===== src/rtl/ysyx_25020037_lsu_pkg.sv =====
// Shared LSU configuration: write-back bus width, funct3 access-size encodings,
// AXI response codes, FSM state type and access-size helpers.
package ysyx_25020037_lsu_pkg;

  localparam int XLEN            = 32;
  localparam int LU_TO_WU_BUS_WD = 33;

  localparam logic [2:0] F3_B  = 3'b000;
  localparam logic [2:0] F3_H  = 3'b001;
  localparam logic [2:0] F3_W  = 3'b010;
  localparam logic [2:0] F3_BU = 3'b100;
  localparam logic [2:0] F3_HU = 3'b101;

  localparam logic [1:0] RESP_OKAY = 2'b00;

  typedef enum logic [2:0] {
    S_IDLE  = 3'd0,
    S_RD_A  = 3'd1,
    S_RD_D  = 3'd2,
    S_WR_AW = 3'd3,
    S_WR_B  = 3'd4,
    S_DONE  = 3'd5
  } lsu_state_e;

  typedef enum logic [1:0] {
    SZ_B = 2'd0,
    SZ_H = 2'd1,
    SZ_W = 2'd2
  } lsu_size_e;

  // Encodings outside b/h/bu/hu fall through to a word access.
  function automatic lsu_size_e f3_size(input logic [2:0] f3);
    case (f3[1:0])
      2'b00:   return SZ_B;
      2'b01:   return SZ_H;
      default: return SZ_W;
    endcase
  endfunction

  function automatic logic misaligned(input logic [2:0] f3, input logic [1:0] off);
    case (f3_size(f3))
      SZ_B:    return 1'b0;
      SZ_H:    return off[0];
      default: return (off != 2'b00);
    endcase
  endfunction

endpackage


===== src/rtl/ysyx_25020037_lsu_align.sv =====
// Combinational data alignment: load byte/half extract with sign/zero extension,
// and store lane shifting with byte-strobe generation.
module ysyx_25020037_lsu_align
  import ysyx_25020037_lsu_pkg::*;
(
  input  logic [2:0]  funct3_i,
  input  logic [1:0]  off_i,
  input  logic [31:0] rdata_i,
  input  logic [31:0] sdata_i,
  output logic [31:0] ld_data_o,
  output logic [31:0] wdata_o,
  output logic [3:0]  wstrb_o
);

  logic [4:0]  sh;
  logic [31:0] rsh;
  logic        sext;

  always_comb begin
    sh        = {off_i, 3'b000};
    rsh       = rdata_i >> sh;
    sext      = ~funct3_i[2];
    ld_data_o = rdata_i;
    wdata_o   = sdata_i;
    wstrb_o   = 4'b1111;
    case (f3_size(funct3_i))
      SZ_B: begin
        ld_data_o = {{24{sext & rsh[7]}}, rsh[7:0]};
        wdata_o   = sdata_i << sh;
        wstrb_o   = 4'b0001 << off_i;
      end
      SZ_H: begin
        ld_data_o = {{16{sext & rsh[15]}}, rsh[15:0]};
        wdata_o   = sdata_i << sh;
        wstrb_o   = 4'b0011 << off_i;
      end
      default: begin
        ld_data_o = rdata_i;
        wdata_o   = sdata_i;
        wstrb_o   = 4'b1111;
      end
    endcase
  end

endmodule


===== src/rtl/ysyx_25020037_lsu.sv =====
// Load/store unit: accepts one EXU beat, runs at most one AXI4-Lite read or write,
// and holds a single {fault, rd_data} write-back beat until the WBU takes it.
module ysyx_25020037_lsu
  import ysyx_25020037_lsu_pkg::*;
#(
  parameter int ADDR_W        = 32,
  parameter bit RESP_FAULT_EN = 1'b1
) (
  input  logic                       clk,
  input  logic                       rst,
  input  logic                       exu_valid,
  output logic                       lsu_ready,
  input  logic [63:0]                eu_to_lu_bus,
  input  logic                       inst_l,
  input  logic                       inst_s,
  input  logic [2:0]                 funct3,
  output logic                       lsu_valid,
  input  logic                       wbu_ready,
  output logic [LU_TO_WU_BUS_WD-1:0] lu_to_wu_bus,
  output logic [ADDR_W-1:0]          araddr,
  output logic                       arvalid,
  input  logic                       arready,
  input  logic [31:0]                rdata,
  input  logic [1:0]                 rresp,
  input  logic                       rvalid,
  output logic                       rready,
  output logic [ADDR_W-1:0]          awaddr,
  output logic                       awvalid,
  input  logic                       awready,
  output logic [31:0]                wdata,
  output logic [3:0]                 wstrb,
  output logic                       wvalid,
  input  logic                       wready,
  input  logic [1:0]                 bresp,
  input  logic                       bvalid,
  output logic                       bready
);

  localparam logic FAULT_EN = RESP_FAULT_EN;

  lsu_state_e                 state_q, state_d;
  logic [ADDR_W-1:0]          addr_q, addr_d;
  logic [2:0]                 f3_q, f3_d;
  logic                       ready_q, ready_d;
  logic                       valid_q, valid_d;
  logic                       arvalid_q, arvalid_d;
  logic                       rready_q, rready_d;
  logic                       awvalid_q, awvalid_d;
  logic                       wvalid_q, wvalid_d;
  logic                       bready_q, bready_d;
  logic [31:0]                wdata_q, wdata_d;
  logic [3:0]                 wstrb_q, wstrb_d;
  logic [LU_TO_WU_BUS_WD-1:0] bus_q, bus_d;

  logic [31:0] in_addr, in_data, ld_data, st_data;
  logic [3:0]  st_strb;
  logic [2:0]  al_f3;
  logic [1:0]  al_off;
  logic        aw_fin, w_fin;

  assign in_addr = eu_to_lu_bus[63:32];
  assign in_data = eu_to_lu_bus[31:0];

  // Stores are shaped from the incoming beat in IDLE; loads use the latched access.
  assign al_f3  = (state_q == S_IDLE) ? funct3 : f3_q;
  assign al_off = (state_q == S_IDLE) ? in_addr[1:0] : addr_q[1:0];

  ysyx_25020037_lsu_align u_align (
    .funct3_i  (al_f3),
    .off_i     (al_off),
    .rdata_i   (rdata),
    .sdata_i   (in_data),
    .ld_data_o (ld_data),
    .wdata_o   (st_data),
    .wstrb_o   (st_strb)
  );

  // A write channel counts as finished once its valid has dropped or handshakes now.
  assign aw_fin = ~awvalid_q | awready;
  assign w_fin  = ~wvalid_q | wready;

  always_comb begin
    state_d   = state_q;
    addr_d    = addr_q;
    f3_d      = f3_q;
    ready_d   = ready_q;
    valid_d   = valid_q;
    arvalid_d = arvalid_q;
    rready_d  = rready_q;
    awvalid_d = awvalid_q;
    wvalid_d  = wvalid_q;
    bready_d  = bready_q;
    wdata_d   = wdata_q;
    wstrb_d   = wstrb_q;
    bus_d     = bus_q;
    case (state_q)
      S_IDLE: begin
        if (exu_valid && ready_q) begin
          addr_d  = in_addr;
          f3_d    = funct3;
          ready_d = 1'b0;
          if ((inst_l || inst_s) && misaligned(funct3, in_addr[1:0])) begin
            bus_d   = {1'b1, 32'h0000_0000};
            valid_d = 1'b1;
            state_d = S_DONE;
          end else if (inst_l) begin
            arvalid_d = 1'b1;
            state_d   = S_RD_A;
          end else if (inst_s) begin
            awvalid_d = 1'b1;
            wvalid_d  = 1'b1;
            wdata_d   = st_data;
            wstrb_d   = st_strb;
            state_d   = S_WR_AW;
          end else begin
            bus_d   = {1'b0, in_addr};
            valid_d = 1'b1;
            state_d = S_DONE;
          end
        end else begin
          state_d = S_IDLE;
        end
      end
      S_RD_A: begin
        if (arready) begin
          arvalid_d = 1'b0;
          rready_d  = 1'b1;
          state_d   = S_RD_D;
        end else begin
          state_d = S_RD_A;
        end
      end
      S_RD_D: begin
        if (rvalid) begin
          rready_d = 1'b0;
          bus_d    = {FAULT_EN & (rresp != RESP_OKAY), ld_data};
          valid_d  = 1'b1;
          state_d  = S_DONE;
        end else begin
          state_d = S_RD_D;
        end
      end
      S_WR_AW: begin
        awvalid_d = awvalid_q & ~awready;
        wvalid_d  = wvalid_q & ~wready;
        if (aw_fin && w_fin) begin
          bready_d = 1'b1;
          state_d  = S_WR_B;
        end else begin
          state_d = S_WR_AW;
        end
      end
      S_WR_B: begin
        if (bvalid) begin
          bready_d = 1'b0;
          bus_d    = {FAULT_EN & (bresp != RESP_OKAY), 32'h0000_0000};
          valid_d  = 1'b1;
          state_d  = S_DONE;
        end else begin
          state_d = S_WR_B;
        end
      end
      S_DONE: begin
        if (wbu_ready) begin
          valid_d = 1'b0;
          ready_d = 1'b1;
          state_d = S_IDLE;
        end else begin
          state_d = S_DONE;
        end
      end
      default: begin
        state_d   = S_IDLE;
        ready_d   = 1'b1;
        valid_d   = 1'b0;
        arvalid_d = 1'b0;
        rready_d  = 1'b0;
        awvalid_d = 1'b0;
        wvalid_d  = 1'b0;
        bready_d  = 1'b0;
        bus_d     = '0;
      end
    endcase
  end

  always_ff @(posedge clk or posedge rst) begin
    if (rst) begin
      state_q   <= S_IDLE;
      addr_q    <= '0;
      f3_q      <= 3'b000;
      ready_q   <= 1'b1;
      valid_q   <= 1'b0;
      arvalid_q <= 1'b0;
      rready_q  <= 1'b0;
      awvalid_q <= 1'b0;
      wvalid_q  <= 1'b0;
      bready_q  <= 1'b0;
      wdata_q   <= 32'h0000_0000;
      wstrb_q   <= 4'b0000;
      bus_q     <= '0;
    end else begin
      state_q   <= state_d;
      addr_q    <= addr_d;
      f3_q      <= f3_d;
      ready_q   <= ready_d;
      valid_q   <= valid_d;
      arvalid_q <= arvalid_d;
      rready_q  <= rready_d;
      awvalid_q <= awvalid_d;
      wvalid_q  <= wvalid_d;
      bready_q  <= bready_d;
      wdata_q   <= wdata_d;
      wstrb_q   <= wstrb_d;
      bus_q     <= bus_d;
    end
  end

  assign lsu_ready    = ready_q;
  assign lsu_valid    = valid_q;
  assign lu_to_wu_bus = bus_q;
  assign araddr       = addr_q;
  assign arvalid      = arvalid_q;
  assign rready       = rready_q;
  assign awaddr       = addr_q;
  assign awvalid      = awvalid_q;
  assign wdata        = wdata_q;
  assign wstrb        = wstrb_q;
  assign wvalid       = wvalid_q;
  assign bready       = bready_q;

endmodule

===== config.mk =====
export PLATFORM = sky130hd
export DESIGN_NAME = ysyx_25020037_lsu
export DESIGN_NICKNAME = d
export VERILOG_FILES = /design/src/rtl/ysyx_25020037_lsu_pkg.sv /design/src/rtl/ysyx_25020037_lsu_align.sv /design/src/rtl/ysyx_25020037_lsu.sv
export SDC_FILE = /design/constraint.sdc
export NUM_CORES = 1
export LEC_CHECK = 0
export ABC_AREA = 0
export BUFFER_PORTS_ARGS = -buffer_cell sky130_fd_sc_hd__buf_2
export CAP_MARGIN = 20
export CORE_MARGIN = 1.5
export CORE_UTILIZATION = 30
export DETAILED_ROUTE_END_ITERATION = 12
export PLACE_DENSITY_LB_ADDON = 0.08
export SKIP_CTS_REPAIR_TIMING = 1
export SKIP_LAST_GASP = 1
export SLEW_MARGIN = 15
export SYNTH_ARGS = -nofsm -noshare
export SYNTH_HDL_FRONTEND = slang
export SYNTH_SLANG_ARGS = --single-unit

===== constraint.sdc =====
create_clock -name clk -period 7.1 [get_ports clk]
set_input_delay 1.42 -clock clk [delete_from_list [all_inputs] [get_ports clk]]
set_output_delay 1.42 -clock clk [all_outputs]
set_load 0.05 [all_outputs]

==> flow_summary.json, run 1 <==
{
  "status": "finished clean",
  "maxCapViolCount": 0,
  "synth_warnings": 0,
  "period_share_pct": 53.1,
  "clk_pin_slew_ns": 0.06,
  "areaGrowthSynthToFinish_pct": 30.9,
  "slew_headroom_pct": 37.9,
  "die_y_um": 146,
  "synth-seq-cells": 114,
  "postSynthCellCount": 619,
  "fin_skew_ns": 0.0104,
  "tightest_slew_ns": 0.912,
  "grt_use_total_pct": 20.1,
  "rsz0062_at_grt": "no",
  "synthFlopType": "dfrtp_1",
  "drive_gt1_share_pct": 42.6,
  "cp.required_ns": 7.36,
  "synth_cell_type_count": 63,
  "max_freq_ghz": 0.265,
  "grt_pass1_vias": 5615,
  "drt-total-wl_um": 21300,
  "dp_hpwl_um": 15700,
  "seq_area_frac_synth_pct": 46.5,
  "synth.area.top_cells": "dfrtp_1 46%, mux2_2 6.8%, nand2_1 4.7%",
  "die_area_sq_um": 21300,
  "grt_overflow": 0,
  "io_buffers": 253,
  "cts.path.max_buffers": 2,
  "remaining_drc_errors": 0,
  "cts_sinks": 114,
  "slew_violations": 0,
  "end_kind": "flip-flop",
  "synth_edf_count": 0,
  "netlist_top_cells_count": "113 x dfrtp_1, 76 x nand2_1, 55 x o21ai_0",
  "grt_antenna_before_repair": 2,
  "routedWlPerCell_um": 19.2,
  "grt_max_degree": 68,
  "core_area_sq_um": 20200,
  "mappedNetlistArea_sq_um": 6130,
  "cts_root_buffer": "clkbuf_16",
  "via_count": 5676,
  "async_reset_ff_share_pct": 100,
  "setup_slack_ns": 3.33,
  "post-place-ws_ns": 3.12,
  "fin_setup_tns_ns": 0,
  "start_kind": "flip-flop",
  "syn-num-nets": 733,
  "drt_pass1_iterations": 5,
  "yosys.cell_count.top_type": "dfrtp_1",
  "drtIter0Drc": 408,
  "drtAntennaViolNets": 0,
  "h-tree-depth": 4,
  "grt_pass1_wl_um": 32900,
  "fin_crit_ns": 3.77,
  "cts_tree": "done",
  "nets": 937,
  "fill_cells": 2092,
  "yosys.area.top_type": "dfrtp_1",
  "hold_violations": 0,
  "avgSynthCellArea_sq_um": 9.91,
  "cts_buffers": 17,
  "insertion_delay_ns": 0.42,
  "r2r_cells": 6,
  "path_max_fanout": 27,
  "path_class": "reg2reg",
  "rows": 52,
  "start_util_pct": 30.4,
  "io_pins": 254,
  "min_path_type": "reg2reg",
  "die_x_um": 146,
  "setup_viol": 0,
  "yosys.area.top_type_share_pct": 46.1,
  "cp_data_arrival_time_ns": 4.03,
  "hold-path-cell-count": 2,
  "place.gp.congestion": 0.832,
  "viasPerCell": 5.13
}
worst max-delay path, stage by stage, from the launching register on:
cell	delay [ns]
dfrtp_1	0.68
nor3_4	0.86
mux2_4	0.52
mux2_1	0.38
a31o_2	0.24
a22oi_2	0.74
o21ai_0	0.18
state kept, by name (all words and copies together) (netlist names):
register / flops
araddr: 32
arvalid: 1
awvalid: 1
bready: 1
f3_q: 3
lsu_ready: 1
lsu_valid: 1
lu_to_wu_bus: 33
rready: 1
state_q: 3
wdata: 32
wstrb: 4
wvalid: 1
path summary, 6_finish.rpt:
check	from	slack, ns	to
setup / recovery	state_q[0]$_DFF_PP0_	3.33	lu_to_wu_bus[26]$_DFFE_PP0P_
hold / removal	wdata[14]$_DFFE_PP0P_	0.48	wdata[14]$_DFFE_PP0P_
setup reg to reg	state_q[0]$_DFF_PP0_	3.33	lu_to_wu_bus[26]$_DFFE_PP0P_
hold reg to reg	wdata[14]$_DFFE_PP0P_	0.48	wdata[14]$_DFFE_PP0P_
max in group asynchronous	rst	4.68	lu_to_wu_bus[12]$_DFFE_PP0P_
min in group asynchronous	rst	1.08	awvalid$_DFFE_PP0P_
layout by cell type (no fill, tap or decap), drive strengths merged, types with 9 or more instances in the layout:
cell type  Yosys  final
clkbuf        33     19
dfrtp        113    113
mux2i         14     14
inv           12     17
a22oi         26     26
a22o          10     10
nor2          39     39
nand2         76     76
a21oi         29     29
mux2          45     45
o21ai         66     66
o221ai        15     15
buf           43    261
a32oi          9      9
nand3         10     10
routing by layer:
metal	vias to the layer above	global-route usage, %	part of all wire, %
met5	-	0	0.047
li1	2670	-	-
met1	2780	27.6	46
met2	210	31.2	46
met4	2	5.61	0.84
met3	14	5.49	6.6
per-stage QoR:
step	hold WS (ns)	std cells	utilization, %	area [sq um]
2_1_floorplan	0.530	619	-	6130
3_3_place_gp	0.465	1072	36.7	7410
3_5_place_dp	0.470	1072	36.7	7410
4_1_cts	0.483	1104	39.6	7990
5_1_grt	0.502	1107	39.8	8030
6_report	0.475	1107	39.8	8030
layout make-up:
type	instances	area [sq um]	area share, %
multi-input combinational	417	2860	35.7
tap	270	338	4.21
sequential	114	2850	35.6
inverter	12	47.5	0.592
clock inverter	13	125	1.56
antenna	1	2.50	0.0312
clock buffer	19	453	5.64
timing repair buffer	261	1340	16.7
cell families after synthesis:
logic type      synth area share [%]
buf+inv                         7.83
simple gates                    11.6
flops                           46.5
compound gates                  22.4
mux                             11.6
Power of run 1 is not shown: default switching activity piles up to over one toggle a cycle in this logic, so the estimate is an artifact.
==> run 2, diff against run 1 <==
- clock period: 7.1 -> 3.7 ns (I/O delays scaled with it)
==> run 2 against run 1 <==
  * Count of clock-buffer cells in the layout is 2 higher
  * Setup slack worse by 2.6 ns
  * Clock skew up 0.0055 ns
  * Sequential share of layout area shrank 0.41 points
  * Non-clock buffer count increased by 11
  * Die area stayed put
  * Register-to-register slack worse by 2.6 ns
  * Cell area rose by 1.2%
  * Sequential cell count stayed put
  * Wire length increased by 0.35%
==> flow_summary.json, run 2 (synthesis results as in run 1) <==
{
  "swShare_pct": 53.9,
  "clk_pin_slew_ns": 0.05,
  "peakVddDrop_mv": 0.529,
  "max_freq_ghz": 0.341,
  "grt_max_degree": 68,
  "layout_common_cells": "253 x buf_2, 113 x dfrtp_1, 75 x nand2_1",
  "grt_pass1_wl_um": 33000,
  "drtIter0Drc": 443,
  "hold_violations": 0,
  "pwr_density_cell_nw_per_um2": 1190,
  "areaGrowthSynthToFinish_pct": 32.4,
  "maxCapViolCount": 0,
  "largest_reg_flops": 33,
  "die_x_um": 146,
  "path_max_fanout": 14,
  "path_class": "reg2reg",
  "drt-total-wl_um": 21400,
  "h-tree-depth": 4,
  "power.switching_mw": 5.22,
  "fin_setup_tns_ns": 0,
  "insertion_delay_ns": 0.41,
  "p_int_mw": 4.47,
  "start_kind": "flip-flop",
  "fin_skew_ns": 0.0159,
  "grt_antenna_before_repair": 3,
  "core_area_sq_um": 20200,
  "die_y_um": 146,
  "io_pins": 254,
  "tightest_slew_ns": 0.821,
  "cts_sinks": 114,
  "drt_pass1_iterations": 8,
  "viasPerCell": 5.14,
  "fin_crit_ns": 2.93,
  "cp.required_ns": 3.96,
  "p_clk_share_pct": 17.2,
  "period_share_pct": 79.2,
  "cts_root_buffer": "clkbuf_16",
  "cts_tree": "done",
  "place.gp.congestion": 0.807,
  "min_path_type": "in2async",
  "rows": 52,
  "slew_violations": 0,
  "drtAntennaViolNets": 0,
  "routedWlPerCell_um": 19.1,
  "dp_hpwl_um": 16000,
  "p_leak_nw": 4.01,
  "rsz0062_at_grt": "no",
  "grt_overflow": 0,
  "grt_use_total_pct": 20.1,
  "end_kind": "flip-flop",
  "cts_buffers": 17,
  "drive_gt1_share_pct": 42.9,
  "dpl_cell_area_sq_um": 7520,
  "seqPwrFrac_pct": 22.3,
  "slew_headroom_pct": 44.8,
  "die_area_sq_um": 21300,
  "status": "finished clean",
  "layout_commonest_cell": "buf_2",
  "nets": 948,
  "r2r_start": "state_q[2]$_DFF_PP0_",
  "io_buffers": 253,
  "via_count": 5744,
  "p_comb_share_pct": 60.6,
  "crit_start": "state_q[2]$_DFF_PP0_",
  "start_util_pct": 30.4,
  "cp_data_arrival_time_ns": 3.20,
  "grt_pass1_vias": 5715,
  "setup_viol": 0,
  "cts.path.max_buffers": 2,
  "remaining_drc_errors": 0,
  "finalInstanceArea_sq_um": 8120
}
-- run 2: changes by cell type in the layout (fill, tap and decap cells not counted), sizes merged --
cell,previous run,this run
buf,261,272
inv,17,11
bufinv,1,3
clkbuf,19,21
clkinvlp,2,3
diode,1,2
-- run 2: final timing paths --
path / slack [ns] / end / cells after the start
setup / recovery: 0.77 / lu_to_wu_bus[4]$_DFFE_PP0P_ / 7
hold / removal: 0.31 / rready$_DFFE_PP0P_ / 2
setup reg to reg: 0.77 / lu_to_wu_bus[4]$_DFFE_PP0P_ / 7
hold reg to reg: 0.48 / lu_to_wu_bus[32]$_DFFE_PP0P_ / 2
max in group asynchronous: 2.54 / lu_to_wu_bus[31]$_DFFE_PP0P_ / 3
min in group clk: 0.48 / lu_to_wu_bus[32]$_DFFE_PP0P_ / 2
-- run 2: per-layer routing --
metal | track usage (%) | wire [um] | part of all wire [%] | vias to the layer above
met1 | 28.0 | 9930 | 47 | 2812
li1 | - | - | - | 2694
met5 | 0 | 0 | 0 | -
met2 | 31.4 | 9980 | 47 | 224
met4 | 5.20 | 207 | 0.97 | 0
met3 | 4.76 | 1240 | 5.8 | 14
-- run 2: power groups by stage --
| stage | registers [mW] | logic [mW] | clock network [mW] |
|---|---|---|---|
| floorplan | 3.87 | 2.90 | 0 |
| global placement | 2.16 | 5.83 | 0 |
| detailed placement | 2.18 | 5.87 | 0 |
| CTS | 2.17 | 5.89 | 1.71 |
| global route | 2.24 | 6.23 | 1.76 |
| finish | 2.16 | 5.87 | 1.66 |
-- run 2: final cells by class --
cell class | instances | area [sq um]
diodes | 2 | 5.00
clock buffers | 21 | 460
clock inverters | 10 | 134
fillers | 2097 | 12000
inverters | 12 | 48.8
multi-input cells | 417 | 2860
flip-flops and latches | 114 | 2850
well taps | 270 | 338
repair buffers | 272 | 1420
-- run 2: worst max-delay path, stage by stage (launching register included) --
cell,delay (ns)
dfrtp_1,0.41
nor3_4,0.62
buf_4,0.26
mux2i_2,0.23
buf_4,0.25
mux2_1,0.38
a222oi_1,0.46
o221ai_1,0.16
-- run 2: per-stage QoR --
stage / setup WS (ns) / std cells / util (%) / total power [mW] / hold WS [ns]
2_1_floorplan: 1.24 / 619 / - / 6.77 / 0.530
3_3_place_gp: 0.838 / 1085 / 37.3 / 7.99 / 0.466
3_5_place_dp: 0.826 / 1085 / 37.3 / 8.05 / 0.471
4_1_cts: 0.778 / 1116 / 40.2 / 9.76 / 0.300
5_1_grt: 0.634 / 1118 / 40.3 / 10.2 / 0.324
6_report: 0.768 / 1118 / 40.3 / 9.69 / 0.313
Note: power is estimated with default switching activity, not from simulation.
